--- config.mk ---
export PLATFORM = sky130hd
export DESIGN_NAME = codec_i2c_writer
export DESIGN_NICKNAME = d
export VERILOG_FILES = /design/src/rtl/codec_pkg.sv /design/src/rtl/codec_i2c_tick.sv /design/src/rtl/codec_i2c_writer.sv
export SDC_FILE = /design/constraint.sdc
export NUM_CORES = 1
export LEC_CHECK = 0
export CORE_MARGIN = 5
export CORE_UTILIZATION = 55
export CTS_BUF_LIST = sky130_fd_sc_hd__clkbuf_16
export CTS_CLUSTER_SIZE = 25
export DETAILED_ROUTE_END_ITERATION = 12
export PLACE_DENSITY = 0.75
export SLEW_MARGIN = 40
export SYNTH_ARGS = -nofsm -noshare
export SYNTH_HDL_FRONTEND = slang
export SYNTH_HIERARCHICAL = 1
export SYNTH_SLANG_ARGS = --single-unit
export TNS_END_PERCENT = 5
--- constraint.sdc ---
create_clock -name clk -period 3.62 [get_ports clk]
set_clock_uncertainty 0.15 [all_clocks]
set_input_delay 0.362 -clock clk [delete_from_list [all_inputs] [get_ports clk]]
set_output_delay 0.362 -clock clk [all_outputs]
set_load 0.01 [all_outputs]
--- src/rtl/codec_pkg.sv ---
// Shared definitions for the codec init path: command indices, the WM8731
// register-word table and the I2C writer state encoding.
package codec_pkg;

    localparam logic [3:0] DUMMY_DATA  = 4'd0;
    localparam logic [3:0] SET_LIN_L   = 4'd1;
    localparam logic [3:0] SET_LIN_R   = 4'd2;
    localparam logic [3:0] SET_HEAD_L  = 4'd3;
    localparam logic [3:0] SET_HEAD_R  = 4'd4;
    localparam logic [3:0] A_PATH_CTRL = 4'd5;
    localparam logic [3:0] D_PATH_CTRL = 4'd6;
    localparam logic [3:0] POWER_ON    = 4'd7;
    localparam logic [3:0] SET_FORMAT  = 4'd8;
    localparam logic [3:0] SAMPLE_CTRL = 4'd9;
    localparam logic [3:0] SET_ACTIVE  = 4'd10;
    localparam logic [3:0] INIT_CMDS_N = 4'd11;

    typedef enum logic [2:0] {
        W_IDLE  = 3'd0,
        W_START = 3'd1,
        W_BYTE  = 3'd2,
        W_ACKB  = 3'd3,
        W_STOP  = 3'd4,
        W_DONE  = 3'd5
    } wr_state_t;

    // Indices outside 1..10 carry no register write.
    function automatic logic codec_is_dummy(input logic [3:0] idx);
        return (idx == DUMMY_DATA) || (idx >= INIT_CMDS_N);
    endfunction

    function automatic logic [15:0] codec_reg_word(input logic [3:0] idx);
        logic [15:0] w;
        case (idx)
            SET_LIN_L:   w = 16'h001A;
            SET_LIN_R:   w = 16'h021A;
            SET_HEAD_L:  w = 16'h047B;
            SET_HEAD_R:  w = 16'h067B;
            A_PATH_CTRL: w = 16'h08F8;
            D_PATH_CTRL: w = 16'h0A06;
            POWER_ON:    w = 16'h0C00;
            SET_FORMAT:  w = 16'h0E01;
            SAMPLE_CTRL: w = 16'h1002;
            SET_ACTIVE:  w = 16'h1201;
            default:     w = 16'h0000;
        endcase
        return w;
    endfunction

endpackage

--- src/rtl/codec_i2c_tick.sv ---
// Quarter-period divider: one tick_o pulse every QDIV enabled cycles.
// clr_i restarts the period so the first tick lands QDIV-1 cycles later.
module codec_i2c_tick #(
    parameter int QDIV = 125
) (
    input  logic clk,
    input  logic rst,
    input  logic en_i,
    input  logic clr_i,
    output logic tick_o
);

    localparam int CW = ($clog2(QDIV) > 0) ? $clog2(QDIV) : 1;
    localparam logic [CW-1:0] LAST = CW'(QDIV - 1);

    logic [CW-1:0] cnt_q, cnt_d;

    // The clearing edge itself counts as the first cycle of the new period.
    always_comb begin
        cnt_d = cnt_q;
        if (clr_i) begin
            cnt_d = CW'(1);
        end else if (en_i) begin
            cnt_d = (cnt_q == LAST) ? '0 : cnt_q + CW'(1);
        end
    end

    always_ff @(posedge clk) begin
        if (rst) begin
            cnt_q <= '0;
        end else begin
            cnt_q <= cnt_d;
        end
    end

    assign tick_o = en_i && !clr_i && (cnt_q == LAST);

endmodule

--- src/rtl/codec_i2c_writer.sv ---
// Codec register writer: looks up a command's 16-bit word and sends it as a
// 3-byte I2C write. Optional CODEC_I2C_RETRY_EN restarts NACKed writes.
module codec_i2c_writer
    import codec_pkg::*;
#(
    parameter int         CLK_FREQ  = 50000000,
    parameter int         I2C_FREQ  = 100000,
    parameter logic [7:0] DEV_ADDR  = 8'h34,
    parameter int         MAX_RETRY = 3
) (
    input  logic       clk,
    input  logic       rst,
    input  logic [3:0] cmd,
    input  logic       send,
    output logic       ack,
    output logic       ready,
    output logic       i2c_sclk,
    output logic       i2c_sdat_oe,
    input  logic       i2c_sdat_i,
    output logic       nack_err
);

    localparam int QDIV = CLK_FREQ / (4 * I2C_FREQ);

    // Handshake: send is a level sampled only in IDLE. Acceptance raises ack
    // and drops ready on the same edge; ack falls on the edge that sees
    // send low; ready returns only after the transfer ends with ack low.

    wr_state_t   state_q, state_d;
    logic [1:0]  qcnt_q, qcnt_d;
    logic [2:0]  bit_q, bit_d;
    logic [1:0]  byte_q, byte_d;
    logic [15:0] word_q, word_d;
    logic        ack_q, ack_d;
    logic        ready_q, ready_d;
    logic        sclk_q, sclk_d;
    logic        sdat_oe_q, sdat_oe_d;
    logic        nack_err_q, nack_err_d;
    logic        tick, tick_clr, retry_abort;
    logic [7:0]  cur_byte;
    logic        cur_bit;

`ifdef CODEC_I2C_RETRY_EN
    localparam int RW = (MAX_RETRY > 0) ? $clog2(MAX_RETRY + 1) : 1;
    logic [RW-1:0] retry_q, retry_d;
    logic          try_nack_q, try_nack_d;
    assign retry_abort = try_nack_q;
`else
    assign retry_abort = 1'b0;
`endif

    codec_i2c_tick #(
        .QDIV (QDIV)
    ) u_tick (
        .clk    (clk),
        .rst    (rst),
        .en_i   (state_q != W_IDLE),
        .clr_i  (tick_clr),
        .tick_o (tick)
    );

    always_comb begin
        case (byte_q)
            2'd0:    cur_byte = DEV_ADDR;
            2'd1:    cur_byte = word_q[15:8];
            default: cur_byte = word_q[7:0];
        endcase
        cur_bit = cur_byte[3'd7 - bit_q];
    end

    always_comb begin
        state_d    = state_q;
        qcnt_d     = qcnt_q;
        bit_d      = bit_q;
        byte_d     = byte_q;
        word_d     = word_q;
        ack_d      = ack_q;
        ready_d    = ready_q;
        sclk_d     = sclk_q;
        sdat_oe_d  = sdat_oe_q;
        nack_err_d = nack_err_q;
        tick_clr   = 1'b0;
`ifdef CODEC_I2C_RETRY_EN
        retry_d    = retry_q;
        try_nack_d = try_nack_q;
`endif
        if (ack_q && !send) begin
            ack_d = 1'b0;
        end

        case (state_q)
            W_IDLE: begin
                if (send) begin
                    word_d   = codec_reg_word(cmd);
                    ack_d    = 1'b1;
                    ready_d  = 1'b0;
                    tick_clr = 1'b1;
                    qcnt_d   = 2'd0;
                    bit_d    = 3'd0;
                    byte_d   = 2'd0;
`ifdef CODEC_I2C_RETRY_EN
                    retry_d    = '0;
                    try_nack_d = 1'b0;
`endif
                    state_d  = codec_is_dummy(cmd) ? W_DONE : W_START;
                end
            end

            W_START: begin
                if (tick) begin
                    qcnt_d = qcnt_q + 2'd1;
                    case (qcnt_q)
                        2'd0: begin
                            sclk_d    = 1'b1;
                            sdat_oe_d = 1'b0;
                        end
                        2'd1: sdat_oe_d = 1'b1;
                        2'd2: sclk_d    = 1'b0;
                        2'd3: state_d   = W_BYTE;
                    endcase
                end
            end

            W_BYTE: begin
                if (tick) begin
                    qcnt_d = qcnt_q + 2'd1;
                    case (qcnt_q)
                        2'd0: begin
                            sclk_d    = 1'b0;
                            sdat_oe_d = ~cur_bit;
                        end
                        2'd1: sclk_d = 1'b1;
                        2'd2: ;
                        2'd3: begin
                            sclk_d = 1'b0;
                            bit_d  = bit_q + 3'd1;
                            if (bit_q == 3'd7) begin
                                state_d = W_ACKB;
                            end
                        end
                    endcase
                end
            end

            W_ACKB: begin
                if (tick) begin
                    qcnt_d = qcnt_q + 2'd1;
                    case (qcnt_q)
                        2'd0: begin
                            sclk_d    = 1'b0;
                            sdat_oe_d = 1'b0;
                        end
                        2'd1: sclk_d = 1'b1;
                        2'd2: begin
                            if (i2c_sdat_i) begin
`ifdef CODEC_I2C_RETRY_EN
                                try_nack_d = 1'b1;
`else
                                nack_err_d = 1'b1;
`endif
                            end
                        end
                        2'd3: begin
                            sclk_d = 1'b0;
                            bit_d  = 3'd0;
                            byte_d = byte_q + 2'd1;
                            state_d = (byte_q == 2'd2 || retry_abort) ? W_STOP : W_BYTE;
                        end
                    endcase
                end
            end

            W_STOP: begin
                if (tick) begin
                    qcnt_d = qcnt_q + 2'd1;
                    case (qcnt_q)
                        2'd0: sdat_oe_d = 1'b1;
                        2'd1: sclk_d    = 1'b1;
                        2'd2: sdat_oe_d = 1'b0;
                        2'd3: begin
                            state_d = W_DONE;
`ifdef CODEC_I2C_RETRY_EN
                            if (try_nack_q) begin
                                if (retry_q < RW'(MAX_RETRY)) begin
                                    retry_d    = retry_q + RW'(1);
                                    try_nack_d = 1'b0;
                                    byte_d     = 2'd0;
                                    bit_d      = 3'd0;
                                    state_d    = W_START;
                                end else begin
                                    nack_err_d = 1'b1;
                                end
                            end
`endif
                        end
                    endcase
                end
            end

            W_DONE: begin
                if (!ack_q) begin
                    ready_d = 1'b1;
                    state_d = W_IDLE;
                end
            end

            default: state_d = W_IDLE;
        endcase
    end

    always_ff @(posedge clk) begin
        if (rst) begin
            state_q    <= W_IDLE;
            qcnt_q     <= 2'd0;
            bit_q      <= 3'd0;
            byte_q     <= 2'd0;
            word_q     <= 16'h0000;
            ack_q      <= 1'b0;
            ready_q    <= 1'b1;
            sclk_q     <= 1'b1;
            sdat_oe_q  <= 1'b0;
            nack_err_q <= 1'b0;
`ifdef CODEC_I2C_RETRY_EN
            retry_q    <= '0;
            try_nack_q <= 1'b0;
`endif
        end else begin
            state_q    <= state_d;
            qcnt_q     <= qcnt_d;
            bit_q      <= bit_d;
            byte_q     <= byte_d;
            word_q     <= word_d;
            ack_q      <= ack_d;
            ready_q    <= ready_d;
            sclk_q     <= sclk_d;
            sdat_oe_q  <= sdat_oe_d;
            nack_err_q <= nack_err_d;
`ifdef CODEC_I2C_RETRY_EN
            retry_q    <= retry_d;
            try_nack_q <= try_nack_d;
`endif
        end
    end

    assign ack         = ack_q;
    assign ready       = ready_q;
    assign i2c_sclk    = sclk_q;
    assign i2c_sdat_oe = sdat_oe_q;
    assign nack_err    = nack_err_q;

endmodule

# Yosys cells after proc, flatten, opt, wreduce, memory -nomap -nowiden
# Memories as Yosys holds them, arrays and structs flattened. A register that Yosys moved wholly into a read port is not among the register bits.
# Cells that the tools add are included.
dict set report classes {
  add_sub_neg 5
  multipliers 0
  div_mod_pow 0
  order_cmp 2
  eq_ne 32
  shifts 0
  n_mux 54
  bitwise_logic 1
  n_reduce_logical 31
}
# cell n
set op_table {}
lappend op_table {{$mux 3} 18}
lappend op_table {{$ne 2x2->1 const B} 12}
lappend op_table {{$mux 1} 19}
lappend op_table {{$pmux 3 s6} 1}
lappend op_table {{$pmux 8 s2} 1}
lappend op_table {{$reduce_and 11->1} 1}
lappend op_table {{$eq 3x3->1 const B} 3}
lappend op_table {{$ne 3x3->1 const B} 3}
lappend op_table {{$pmux 3 s3} 1}
lappend op_table {{$reduce_and 9->1} 1}
lappend op_table {{$reduce_bool 3->1} 3}
lappend op_table {{$mux 2} 4}
lappend op_table {{$ne 2x1->1 const B} 4}
lappend op_table {{$pmux 1 s2} 4}
lappend op_table {{$pmux 2 s2} 2}
lappend op_table {{$reduce_and 4->1} 2}
lappend op_table {{$reduce_bool 2->1} 4}
lappend op_table {{$add 7x1->7 const B} 1}
lappend op_table {{$eq 7x7->1 const B} 1}
lappend op_table {{$mux 7} 1}
lappend op_table {{$reduce_and 7->1} 1}
lappend op_table {{$eq 2x2->1 const B} 3}
lappend op_table {{$eq 3x2->1 const B} 2}
lappend op_table {{$reduce_and 3->1} 2}
lappend op_table {{other kinds (23)} 31}
dict set report totals {
  register_bits 38
  latchBits 0
  mem_bits_rw 0
  mem_bits_ro 192
  output_inout_bits 5
  word_cells 138
  n_memories 1
}
# memory words word_bits rd rd_ports_with_merged_regs write_ports line
set mem_list {}
lappend mem_list {{(no name shown)} 16 12 1 1 0 codec_pkg.sv:34} ;# case (idx)

# Longest topological paths before layout
# Gate-level depths: netlist of the first run.
dict set report logic_depth {
  depth_word 8
  mapped_depth 10
}

# Modules after synthesis
# Netlist of the first run, hierarchy kept.
# module instances cells_per_inst area_per_inst_um2
set modules_own_cells {}
lappend modules_own_cells {codec_i2c_writer 1 208 1684.1}
lappend modules_own_cells {codec_i2c_tick 1 52 424.2}

# Worst setup path before layout of the first run
# OpenSTA, ideal clock, no wires.
dict set report synth_path {
  path_kind {reg2reg}
  start {register state_q[0]}
  end {register state_q[0]}
  setup_time_ns 0.070
  arrival_ns 2.394
  required_time_ns 3.400
  path_slack_ns 1.006
  path_stages_with_launch 11
  path_buffers 1
  path_cell_list {dfxtp_1 nor3_1 nand2_1 inv_1 buf_2 nor4_1 nand2_1 o211ai_2 o311ai_2 a211o_1 a21oi_1}
}
dict set report synth_between {
  elab_chain_cells 7
}
# element line
set synth_rtl {}
lappend synth_rtl {{start, declared} codec_i2c_writer.sv:29} ;# wr_state_t state_q, state_d;
lappend synth_rtl {{start signal, assigned} codec_i2c_writer.sv:228} ;# state_q <= state_d;
lappend synth_rtl {{$logic_not 3->1 (*)} codec_i2c_writer.sv:91} ;# case (state_q)
lappend synth_rtl {{$mux 1 (*)} codec_i2c_writer.sv:91}
lappend synth_rtl {{named net tick_clr} codec_i2c_writer.sv:39} ;# logic tick, tick_clr, retry_abort;
lappend synth_rtl {{$logic_not 1->1 (*)} codec_i2c_tick.sv:36} ;# assign tick_o = en_i && !clr_i && (cnt_q == LAST);
lappend synth_rtl {{$logic_and 1x1->1 (*) (2 in a row)} codec_i2c_tick.sv:36}
lappend synth_rtl {{named net tick} codec_i2c_writer.sv:39}
lappend synth_rtl {{$ne 2x2->1 (no source line)} n/a}
lappend synth_rtl {{$reduce_and 11->1 (no source line) (*)} n/a}
# The timed path passes the listed nets; every way through them passes the cells marked *.
# A chain may end at the register's enable or synchronous reset.

# Worst setup path after layout of the first run
dict set report layout_path {
  start {register state_q[0]}
  end {register state_q[0]}
}
dict set report layout_between {
  elab_chain_cells 7
}
# element line
set layout_rtl {}
lappend layout_rtl {{$logic_not 3->1} codec_i2c_writer.sv:91}
lappend layout_rtl {{$mux 1} codec_i2c_writer.sv:91}
lappend layout_rtl {{$logic_not 1->1} codec_i2c_tick.sv:36}
lappend layout_rtl {{$logic_and 1x1->1 (*) (2 in a row)} codec_i2c_tick.sv:36}
lappend layout_rtl {{named net tick} codec_i2c_writer.sv:39}
lappend layout_rtl {{$ne 2x2->1 (no source line)} n/a}
lappend layout_rtl {{$reduce_and 11->1 (no source line) (*)} n/a}
# Marked as above.

==> results of run 1 <==
[worst max-delay path, cell delays in order (launching register included)]
cell and delay (ns):
dfxtp_1 0.62, nor3_1 0.17, inv_1 0.32, inv_2 0.14, nor4_1 0.31, buf_4 0.20, nand2_1 0.17, o211ai_2 0.20
o311ai_2 0.19, a211o_1 0.32, a21oi_1 0.12
[sequential cells by signal, indices dropped and copies added, names as in the netlist]
signal and cells:
qcnt_q 2, bit_q 3, ack 1, nack_err 1, ready 1, byte_q 2
state_q 3, i2c_sclk 1, word_q 10, u_tick/cnt_q 7, i2c_sdat_oe 1
[layout make-up]
class                   count  area [sq um]
repair buffers             16         150.1
multi-input cells         200          1338
inverters                  16         60.06
flip-flops and latches     32         640.6
fillers                   336          1308
clock inverters             2         7.507
well taps                  48         60.06
clock buffers               5         125.1
[metrics by stage]
step | std cells | cell area (sq um) | power, W
floorplan | 260 | 2108 | 0.0007931
global placement | 312 | 2248 | 0.0008982
detailed placement | 312 | 2248 | 0.0009039
CTS | 319 | 2381 | 0.001298
global route | 319 | 2381 | 0.001383
finish | 319 | 2381 | 0.001290
[metal layers]
metal	GRT usage, %	routed length (um)	vias to the layer above	share of wire, %
met5	0	0	-	0
met4	6.889	80	0	1.8
met3	4.155	173	7	3.8
met2	29.39	2023	35	44
met1	25.06	2271	895	50
li1	-	-	972	-
[power groups by stage]
stage | registers [W] | clock network [W] | logic [W]
final | 0.000469 | 0.000385 | 0.000437
after global routing | 0.000479 | 0.000413 | 0.000491
after CTS | 0.000467 | 0.000396 | 0.000435
after detailed placement | 0.000474 | 0 | 0.000430
after global placement | 0.000473 | 0 | 0.000425
after floorplan | 0.000440 | 0 | 0.000353
[layout by cell type, fill, tap and decap left out, types with 6 or more instances in the layout]
| cell | count |
|---|---|
| dfxtp_1 | 32 |
| nor2_1 | 26 |
| nand2_1 | 19 |
| a21oi_1 | 18 |
| ha_1 | 16 |
| inv_1 | 14 |
| o21ai_0 | 12 |
| clkdlybuf4s50_1 | 12 |
| nand2b_1 | 8 |
| nand3_1 | 7 |
| nor3_1 | 6 |
| a211oi_1 | 6 |
| o211ai_1 | 6 |
[kinds of logic after synthesis]
group	share of synthesized area, %
multiplexers	3.205
flip-flops	30.39
buffers and inverters	6.172
adder cells (fa/ha/maj)	9.495
AND/OR/NAND/NOR	24.81
AO/OA/AOI/OAI	25.94
[worst max-delay path by stage]
| stage | from | endpoint | slack, ns |
|---|---|---|---|
| 6_report | state_q[0]$_SDFFE_PP0P_ | state_q[0]$_SDFFE_PP0P_ | 0.66 |
| 5_1_grt | state_q[0]$_SDFFE_PP0P_ | state_q[0]$_SDFFE_PP0P_ | 0.38 |
| 4_1_cts | state_q[0]$_SDFFE_PP0P_ | state_q[0]$_SDFFE_PP0P_ | 0.68 |
| 3_5_place_dp | state_q[0]$_SDFFE_PP0P_ | state_q[0]$_SDFFE_PP0P_ | 0.71 |
| 3_3_place_gp | state_q[0]$_SDFFE_PP0P_ | state_q[0]$_SDFFE_PP0P_ | 0.86 |
| 2_1_floorplan | state_q[0]$_SDFFE_PP0P_ | state_q[0]$_SDFFE_PP0P_ | 1.01 |
==> out/results.ini, run 1 <==
[status]
status=complete, no violations

[global_routing]
grt_pass1_wl_um=7728
grt_start_max_net_pins=18
grt-ovfl-total=0
first_global_vias=1640
antenna_found_initial=0
grtUsageTotal_pct=18.69

[worst_setup_path]
rr_worst_depth=10
critPathArrivalTime_ns=3.01
reg2reg_slack_ns=0.66
rr_endpoint=state_q[0]$_SDFFE_PP0P_
cp-start-kind=flip-flop
crit_fanout=16
worstPathRequired_ns=3.67
worst-setup-path-type=reg -> reg
endpoint_kind=flip-flop
reg2reg_from=state_q[0]$_SDFFE_PP0P_

[synthesis]
ys_async_sr_fraction_pct=0
syn_nets=284
yosysWarnings=18
syn_area_per_cell_sq_um=8.109
ys_types=58
synth-edff-count=0
synth_area_leaders=dfxtp_1 30%, ha_1 9.5%, nor2_1 4.6%, a21oi_1 4.3%, nand2_1 3.4%
netlist_area_sq_um=2108
ys.flop_type=dfxtp_1
netlist.area_leader.share_pct=30.39
ys_ff_latch=32
synth.most_common_cell=dfxtp_1
ys_top_cells_by_count=32 x dfxtp_1, 26 x nor2_1, 19 x nand2_1
synth_top_area_cell=dfxtp_1
ys_seq_area_share_pct=30.39
syn-instance-count=260

[power_and_ir_drop]
pwr-share-clk_pct=29.8
power.switching_w=0.0004655
swShare_pct=36.08
p_comb_share_pct=33.9
leakage_nw=0.8450
vdd_drop_max_mv=0.3167
cellPowerDensity_nw_per_um2=541.9
p_seq_share_pct=36.3
internal_power_w=0.0008249

[timing]
hold_viol=0
fin_crit_sh_pct=81.84
fin_ws_ns=0.6573
finalSetupViolCount=0
period_minus_slack_ns=2.963
slew_headroom_pct=61.15
hold-worst-slack_ns=0.3019
worst_slew_pin_slew_ns=0.5809
rsz0062_at_grt=false
setup-tns-final_ns=0
max_freq_ghz=0.3375
maxSlewViolCount=0

[clock_tree]
cts.clk_slew.worst_paths_ns=0.05
cts_max_level=2
cts_resized=0
cts_buffers=5
tritoncts=built
hold_buffers=0
clkLatencyLatePin_ns=0.27
cts_buffer_depth=2
clock-sinks=32
cts-root-buf=clkbuf_16
postCtsSetupBuffers=0

[placement]
pre_cts_slack_ns=0.7146
place_hpwl_um=3249
gp_congestion=0.9025
port_buffers=12

[route]
wl_per_cell_um=14.26
drt-total-wl_um=4548
drtIter0Drc=132
drtAntennaViolNets=0
firstDrtPassIters=4
via_per_inst=5.984
drc=0
via_count=1909

[min_path]
hold_class=reg -> reg
worst_hold_path.endpoint=word_q[2]$_SDFFE_PP0P_
whs_path_depth=2
hp-start=word_q[2]$_SDFFE_PP0P_

[floorplan]
core-area_sq_um=3689
io_pins=13
die_x_um=71.92
die-area_sq_um=5172
fp.dieH_um=71.92
rows=22
start_util_pct=57.16

[layout]
finalNetCount=295
layout-drive-gt1-share_pct=8.118
fin_util_pct=64.55
layout-area-overhead-vs-synth_pct=12.94
n_antenna_cell=0

[job]
drv_cap=0

(Power assumes the default switching activity.)
==> run 2, diff against run 1 <==
Settings changed: CORE_UTILIZATION 55 to 53.
Clock period 3.62 ns to 2.7 ns, I/O delays scaled along.
==> out/results.ini, run 2 (synthesis gave the netlist of run 1 again) <==
[route]
drtIter0Drc=150  ; was 132
firstDrtPassIters=4  ; unchanged
via_count=1943  ; was 1909
drt-total-wl_um=4562  ; was 4548 um
wl_per_cell_um=13.91  ; was 14.26 um
drtAntennaViolNets=0  ; unchanged
via_per_inst=5.924  ; was 5.984
drc=0  ; unchanged

[power_and_ir_drop]
leakage_nw=0.8809  ; was 0.8450 nW
cellPowerDensity_nw_per_um2=730.8  ; was 541.9 nW/um^2
p_total_w=0.001779  ; was 0.001290 W
vdd_drop_max_mv=0.4420  ; was 0.3167 mV

[worst_setup_path]
rr_endpoint=state_q[2]$_SDFFE_PP0P_  ; was state_q[0]$_SDFFE_PP0P_
crit_path_frequent_cell=nand2_1
crit_fanout=7  ; was 16
endpoint_kind=flip-flop  ; unchanged
crit_start=send  ; was state_q[0]$_SDFFE_PP0P_
reg2reg_slack_ns=0.42  ; was 0.66 ns
crit_chain=clkdlybuf4s50_1 > nand2_1 > inv_1 > nor4_1 > nand2_1 > o211ai_2 > o311ai_2 > a211o_1 > a21oi_1  ; was nor3_1 > inv_1 > inv_2 > nor4_1 > buf_4 > nand2_1 > o211ai_2 > o311ai_2 > a211o_1 > a21oi_1
crit_end=state_q[0]$_SDFFE_PP0P_  ; unchanged
worst-setup-path-type=in -> reg  ; was reg -> reg
critPathTopFamily=compound AO/OA/AOI/OAI gates  ; unchanged
cp_slowest_cell=clkdlybuf4s50_1  ; was dfxtp_1
worstPathRequired_ns=2.75  ; was 3.67 ns
crit_cells=9  ; was 10
path_buf_inv=2  ; was 3
slowest_delay_ns=0.51  ; was 0.62 ns
reg2reg_from=state_q[1]$_SDFFE_PP0P_  ; was state_q[0]$_SDFFE_PP0P_
rr_worst_depth=9  ; was 10
cp-start-kind=input pin  ; was flip-flop
critPathArrivalTime_ns=2.42  ; was 3.01 ns

[layout]
layout-drive-gt1-share_pct=10.79  ; was 8.118%
layout-area-overhead-vs-synth_pct=15.49  ; was 12.94%
top_regs=word_q: 10 flops, u_tick/cnt_q: 7 flops  ; unchanged
largest_register_ffs=10  ; unchanged
mostFrequentLayoutCell=dfxtp_1  ; unchanged
largest-register=word_q  ; unchanged
n_antenna_cell=0  ; unchanged
finalNetCount=301  ; was 295
fin_util_pct=62.21  ; was 64.55%
most-common-layout-cells=32 x dfxtp_1, 26 x nor2_1, 19 x nand2_1  ; unchanged

[timing]
maxSlewViolCount=0  ; unchanged
period_minus_slack_ns=2.368
rsz0062_at_grt=false  ; unchanged
fin_ws_ns=0.3317  ; was 0.6573 ns
max_freq_ghz=0.4222
worst_slew_pin_slew_ns=0.5874  ; was 0.5809 ns
finalSetupViolCount=0  ; unchanged
setup-tns-final_ns=0  ; unchanged
fin_crit_sh_pct=87.72
slew_headroom_pct=59.83  ; was 61.15%
hold_viol=0  ; unchanged

[floorplan]
fp.dieH_um=73.07  ; was 71.92 um
die_x_um=73.07  ; was 71.92 um
rows=23  ; was 22
start_util_pct=53.87  ; was 57.16%
io_pins=13  ; unchanged
core-area_sq_um=3914  ; was 3689 sq um
die-area_sq_um=5339  ; was 5172 sq um

[global_routing]
antenna_found_initial=0  ; unchanged
grt_start_max_net_pins=29  ; was 18
grtUsageTotal_pct=19.30  ; was 18.69%
grt_pass1_wl_um=8190  ; was 7728 um
first_global_vias=1808  ; was 1640
grt-ovfl-total=0  ; unchanged

[clock_tree]
cts_resized=0  ; unchanged
cts.clk_slew.worst_paths_ns=0.05  ; about the same
cts_buffers=5  ; unchanged
postCtsSetupBuffers=0  ; unchanged
tritoncts=built  ; unchanged
clock-sinks=32  ; unchanged
cts_buffer_depth=2  ; unchanged
hold_buffers=0  ; unchanged
clkLatencyLatePin_ns=0.27  ; about the same
cts-root-buf=clkbuf_16  ; unchanged
cts_max_level=2  ; unchanged

[placement]
pre_cts_slack_ns=0.07013  ; was 0.7146 ns
gp_congestion=0.8267  ; was 0.9025
place_hpwl_um=3305  ; was 3249 um
port_buffers=12  ; unchanged

[min_path]
whs_path_depth=2  ; unchanged
hold_class=reg -> reg  ; unchanged

[status]
status=complete, no violations  ; unchanged

[job]
drv_cap=0  ; unchanged

## run 2: power breakdown
part	leakage (nW)	internal (W)	switching (W)	total, W
combinational	0.550	0.000270	0.000405	0.000675
clock	0.0710	0.000334	0.000191	0.000525
sequential	0.260	0.000538	0.0000420	0.000580
## run 2: cell type report
cell class | count | area (sq um)
inverters | 16 | 60.06
multi-input cells | 200 | 1338
clock buffers | 5 | 125.1
repair buffers | 22 | 195.2
clock inverters | 3 | 13.76
fillers | 370 | 1479
well taps | 50 | 62.56
flip-flops and latches | 32 | 640.6
## run 2: worst min-delay path by stage
stage,startpoint,endpoint
floorplan,rst,u_tick/cnt_q[0]$_SDFFE_PP0P_
global route,word_q[12]$_SDFFE_PP0P_,word_q[12]$_SDFFE_PP0P_
detailed placement,word_q[2]$_SDFFE_PP0P_,word_q[2]$_SDFFE_PP0P_
finish,word_q[2]$_SDFFE_PP0P_,word_q[2]$_SDFFE_PP0P_
global placement,word_q[12]$_SDFFE_PP0P_,word_q[12]$_SDFFE_PP0P_
CTS,word_q[12]$_SDFFE_PP0P_,word_q[12]$_SDFFE_PP0P_
## run 2: per-stage QoR
stage          instance area [sq um]  instances  hold WS [ns]
2_1_floorplan                   2108        260        0.1891
3_3_place_gp                    2296        320        0.2913
3_5_place_dp                    2296        320        0.3015
4_1_cts                         2435        328        0.3077
5_1_grt                         2435        328        0.3240
6_report                        2435        328        0.3034
## run 2: metal layers
layer	share of wire [%]	routed length, um	track usage, %
met5	0	0	0
met4	1.7	76	8.197
met3	6.1	280	4.821
met2	46	2094	29.89
met1	46	2110	25.36
## run 2: tightest hold or removal path: stages (launching register included)
cell and delay, ns:
dfxtp_1 0.30, nand2_1 0.05, a21oi_1 0.05
==> run 3, diff against run 2 <==
Settings changed: ABC_AREA from default to 0.
==> results of run 3 <==
The final DEF is identical to that of run 2; final timing and power are the same.
